[config.mk]
export PLATFORM = sky130hd
export DESIGN_NAME = prewish_button_mentor
export DESIGN_NICKNAME = d
export VERILOG_FILES = /design/src/rtl/prewish_button_mentor.sv
export SDC_FILE = /design/constraint.sdc
export NUM_CORES = 1
export LEC_CHECK = 0
export BUFFER_PORTS_ARGS = -buffer_cell sky130_fd_sc_hd__buf_2
export CAP_MARGIN = 5
export CORE_ASPECT_RATIO = 1.2
export CORE_MARGIN = 2
export CORE_UTILIZATION = 62
export DETAILED_ROUTE_END_ITERATION = 12
export PLACE_DENSITY_LB_ADDON = 0.3
export SLEW_MARGIN = 20
export SYNTH_ARGS = -nofsm -noshare
export SYNTH_HDL_FRONTEND = slang
export SYNTH_SLANG_ARGS = --single-unit
[constraint.sdc]
create_clock -name CLK_I -period 2.3 [get_ports CLK_I]
set_input_delay 0.23 -clock CLK_I [delete_from_list [all_inputs] [get_ports CLK_I]]
set_output_delay 0.23 -clock CLK_I [all_outputs]
set_load 0.1 [all_outputs]
[src/rtl/prewish_button_mentor.sv]
// ---------------------------------------------------------------------------
// prewish_button_mentor
//
// User-driven pattern source for prewish_blinky. It synchronises and
// debounces an active-low pushbutton. Each accepted press steps through a
// fixed four-entry table of blink masks and issues a one-cycle strobe that
// carries the new mask. Right after reset it sends pattern 0 once, so blinky
// always starts from a known mask.
//
// Parameters
//   DEBOUNCE_BITS  debounce counter width. The button level must stay
//                  stable for 2**DEBOUNCE_BITS clocks before it is accepted.
//
// Ports
//   CLK_I      in   1  system clock
//   RST_I      in   1  asynchronous reset, active low
//   iN_button  in   1  raw pushbutton, active low, asynchronous to CLK_I
//   STB_O      out  1  one-cycle strobe: DAT_O/IDX_O are valid
//   DAT_O      out  8  blink mask, held between strobes
//   IDX_O      out  2  index of the mask on DAT_O, held between strobes
// ---------------------------------------------------------------------------
module prewish_button_mentor #(
    parameter int DEBOUNCE_BITS = 16
) (
    input  logic       CLK_I,
    input  logic       RST_I,
    input  logic       iN_button,
    output logic       STB_O,
    output logic [7:0] DAT_O,
    output logic [1:0] IDX_O
);

    typedef enum logic [1:0] {
        INIT = 2'd0,
        IDLE = 2'd1,
        SEND = 2'd2,
        HELD = 2'd3
    } state_t;

    localparam logic [DEBOUNCE_BITS-1:0] CNT_MAX = '1;

    // Fixed blink-mask table indexed by the pattern index
    function automatic logic [7:0] pattern(input logic [1:0] idx);
        logic [7:0] mask;
        case (idx)
            2'd0:    mask = 8'b1010_0000;
            2'd1:    mask = 8'b1111_0000;
            2'd2:    mask = 8'b1010_1010;
            default: mask = 8'b1100_1100;
        endcase
        return mask;
    endfunction

    logic                     sync_1;
    logic                     btn_s;
    logic                     debounced;
    logic [DEBOUNCE_BITS-1:0] cnt;
    logic                     press_evt;

    state_t                   state;
    state_t                   next_state;
    logic [1:0]               idx_q;
    logic [1:0]               next_idx;
    logic                     stb_d;
    logic [7:0]               dat_d;
    logic [1:0]               idx_out_d;

    // Two-flop synchroniser. Both flops reset to the released level so that
    // leaving reset never looks like a press.
    always_ff @(posedge CLK_I or negedge RST_I) begin
        if (!RST_I) begin
            sync_1 <= 1'b1;
            btn_s  <= 1'b1;
        end else begin
            sync_1 <= iN_button;
            btn_s  <= sync_1;
        end
    end

    // Debouncer. The counter runs only while the synchronised level disagrees
    // with the accepted level. Any return to agreement wipes the count, so a
    // glitch shorter than the full window leaves no trace. Taking the new
    // level at terminal count also clears the counter, so it cannot wrap.
    always_ff @(posedge CLK_I or negedge RST_I) begin
        if (!RST_I) begin
            debounced <= 1'b1;
            cnt       <= '0;
        end else if (btn_s == debounced) begin
            cnt <= '0;
        end else if (cnt == CNT_MAX) begin
            debounced <= btn_s;
            cnt       <= '0;
        end else begin
            cnt <= cnt + 1'b1;
        end
    end

    // High in the cycle whose closing edge takes a new low (pressed) level.
    // Only the 1->0 direction counts as a press.
    assign press_evt = debounced && !btn_s && (cnt == CNT_MAX);

    // State, working index and registered outputs. The outputs are registered
    // so that they read as cleared the moment reset asserts, and so that the
    // INIT strobe appears only after the first edge out of reset.
    always_ff @(posedge CLK_I or negedge RST_I) begin
        if (!RST_I) begin
            state <= INIT;
            idx_q <= 2'd0;
            STB_O <= 1'b0;
            DAT_O <= 8'h00;
            IDX_O <= 2'd0;
        end else begin
            state <= next_state;
            idx_q <= next_idx;
            STB_O <= stb_d;
            DAT_O <= dat_d;
            IDX_O <= idx_out_d;
        end
    end

    // Next-state and next-output logic. DAT_O and IDX_O hold their values
    // unless a strobe is issued. The working index moves on at the press;
    // the outputs follow one edge later, together with the strobe. HELD waits
    // for the debounced release, which gives exactly one strobe per press no
    // matter how long the button is held or how much it bounces.
    always_comb begin
        next_state = state;
        next_idx   = idx_q;
        stb_d      = 1'b0;
        dat_d      = DAT_O;
        idx_out_d  = IDX_O;
        case (state)
            INIT: begin
                stb_d      = 1'b1;
                dat_d      = pattern(2'd0);
                idx_out_d  = 2'd0;
                next_idx   = 2'd0;
                next_state = IDLE;
            end
            IDLE: begin
                if (press_evt) begin
                    next_idx   = idx_q + 2'd1;
                    next_state = SEND;
                end
            end
            SEND: begin
                stb_d      = 1'b1;
                dat_d      = pattern(idx_q);
                idx_out_d  = idx_q;
                next_state = HELD;
            end
            HELD: begin
                if (debounced) begin
                    next_state = IDLE;
                end
            end
            default: begin
                next_state = INIT;
            end
        endcase
    end

endmodule

==> results.cfg <==
[clocking]
tritoncts_num_sinks = 33
clock_root_buffer = clkbuf_4
clock_tree_from_tritoncts = built
cts_max_path_buffers = 2
htreeDepth = 2
worst_skew_pair.late_latency_ns = 0.35
cts_made_buffers = 5
clk_pin_slew_worst_paths_ns = 0.09

[route]
pre_repair_dr_iteration_count = 4
drt-wirelength-per-cell_um = 14.03
remaining_drc_errors = 0
wirelength_mm = 2.764
postRouteAntennaNets = 0
total_via_count_after_detailed_routing = 1117
viasPerCell = 5.670
drt_iter0_markers = 18

[floorplan]
initial_core_util_pct = 64.05
floorplan.core_area_sq_um = 2502
rows = 20
fp.dieArea_sq_um = 3010
die_x_um = 50.42
io_pins = 14
chipHeight_um = 59.70

[synthesis]
synth-seq-area-share_pct = 51.76
netlist_instances = 148
synthDistinctLibCells = 38
netlist_top_cells_area = dfrtp_1 (47%), ha_1 (7.0%), xor2_1 (6.0%)
syn_nets = 160
synthesized_flop_and_latch_total = 33
synth_edf_count = 0
netlist.top_cell.by_area = dfrtp_1
share_of_yosys_cell_area_claimed_by_the_top_area_cell_type_pct = 46.84
cell_area_after_synthesis_sq_um = 1603
synth.yosys.warnings = 0
avgSynthCellArea_sq_um = 10.83
synth-main-ff-cell = dfrtp_1
synth_async_sr_flop_share_pct = 100.0

[setup_path]
critPathArrivalTime_ns = 1.98
setup.worst_path.end_class = flop
timing.critical_path.required_ns = 2.51
worstSetupPathType = flop to flop
critical_path.startpoint_type = flop
worst-path-max-fanout = 9

[sta]
timing_max_transition_violations_final = 0
tns_ns = 0
finalClockSkew_ns = 0.008131
worst_slew_margin_rel_pct = 53.52
fin_hold_ws_ns = 0.3626
worst_pin_slew_ns = 0.6971
post-route-period-util_pct = 77.23
finalHoldViolCount = 0
final_setup_violating_endpoints = 0
maxClockFrequency_mhz = 563.0
rsz_0062_raised_after_global_routing = no
post-route-min-period_ns = 1.776

[outcome]
run_status = finished, final reports clean

[global_routing]
overflow = 0
grt_start_max_net_pins = 34
grt_antenna_before_repair = 0
global_route.usage.total_pct = 22.84
grt_pass1_vias = 1161
global_route_wire_length_before_repair_mm = 4.926

[cells_and_area]
n_fill_cell = 207
final_common_cell = dfrtp_1
nets = 175
areaGrowthSynthToFinish_pct = 10.07
fraction_of_layout_cells_with_a_size_suffix_above_1_pct = 17.07
antenna_cells = 0
most-common-layout-cells = dfrtp_1 (30), nor2_1 (18), buf_2 (12)
final_cells = 197

[power_and_ir_drop]
vdd_drop_max_mv = 0.6322
leakage_uw = 0.0008526
power.density_nw_per_um2 = 613.6

[place]
detailed_place_hpwl_mm = 1.888
dpl.cell_count = 187
gp_congestion = 0.7733
io_buffer_count = 12

[worst_hold_path]
worst_min_delay_path_category = flop to flop

[flow_run]
drv.max_cap_violation_count = 0
-- per-layer routing --
layer / GRT usage, % / wire length (um)
met5: 0 / 0
met4: 18.53 / 95
met3: 5.250 / 98
met2: 38.72 / 1429
met1: 24.41 / 1140
-- synthesized netlist by cell type, types with 3 or more instances --
library cell / n
a22o_1: 5
nand4_1: 5
nor3_1: 4
nand3_1: 8
ha_1: 9
and4_1: 3
nor2_1: 18
a21oi_1: 7
dfstp_2: 3
nand2_1: 4
xor2_1: 11
inv_1: 9
dfrtp_1: 30
-- cell families after synthesis --
group                    after synthesis  share of synthesized area (%)
AND/OR/NAND/NOR                       55                          19.20
flip-flops                            33                          51.76
multiplexers                           1                         0.7025
adder cells (fa/ha/maj)                9                          7.026
XOR/XNOR                              12                          6.557
other                                  1                         0.2340
AO/OA/AOI/OAI                         22                          9.603
buffers and inverters                 15                          4.918
-- power breakdown --
part           internal, uW  switching, uW
sequential              587           4.49
clock                   259            192
combinational          9.86           29.4
-- sequential cells by signal, indices dropped and copies added (netlist names) --
name and flops:
state 2, debounced 1, cnt 16, IDX_O 2, DAT_O 7, sync_1 1
STB_O 1, btn_s 1, idx_q 2
-- worst max-delay path, cell delays in order (launching register included) --
cell      delay, ns
dfrtp_1        0.39
ha_1           0.36
nand3_1        0.26
and3_1         0.26
a211oi_1       0.21
o311ai_0       0.16
-- through the flow --
| stage | worst slack, ns | utilization, % | power (uW) | instance area, sq um |
|---|---|---|---|---|
| 6_report | 0.5237 | 70.50 | 1082 | 1764 |
| 5_1_grt | 0.3372 | 70.50 | 1129 | 1764 |
| 4_1_cts | 0.5371 | 70.50 | 1099 | 1764 |
| 3_5_place_dp | 0.5581 | 66.30 | 640.9 | 1659 |
| 3_3_place_gp | 0.6251 | 66.30 | 639.1 | 1659 |
| 2_1_floorplan | 0.7138 | - | 626.3 | 1603 |
-- layout make-up --
cell class,count,area [sq um],area share (%)
Clock buffer,7,55.05,3.121
Clock inverter,1,30.03,1.702
Inverter,9,33.78,1.915
Multi-Input combinational cell,100,694.4,39.36
Sequential cell,33,829.5,47.02
Tap cell,33,41.29,2.340
Timing Repair Buffer,14,80.08,4.539
-- timing repair --
item / 4_1_cts / 5_1_grt
endpoints found under the hold margin: 31 / 0
hold buffers: 2 / 0
gates resized for setup: 0 / 0
setup buffers: 0 / 0
-- path summary, 6_finish.rpt --
check	start	endpoint	slack [ns]	depth (start not counted)
min reg2reg	sync_1$_DFF_PN1_	btn_s$_DFF_PN1_	0.36	0
max	cnt[0]$_DFF_PN0_	state[1]$_DFFE_PN0P_	0.52	5
max reg2reg	cnt[0]$_DFF_PN0_	state[1]$_DFFE_PN0P_	0.52	5
min	sync_1$_DFF_PN1_	btn_s$_DFF_PN1_	0.36	0
min in group asynchronous	RST_I	cnt[15]$_DFF_PN0_	0.46	2
max in group asynchronous	RST_I	idx_q[0]$_DFFE_PN0P_	1.40	2
Power figures use the tool's default switching activity.
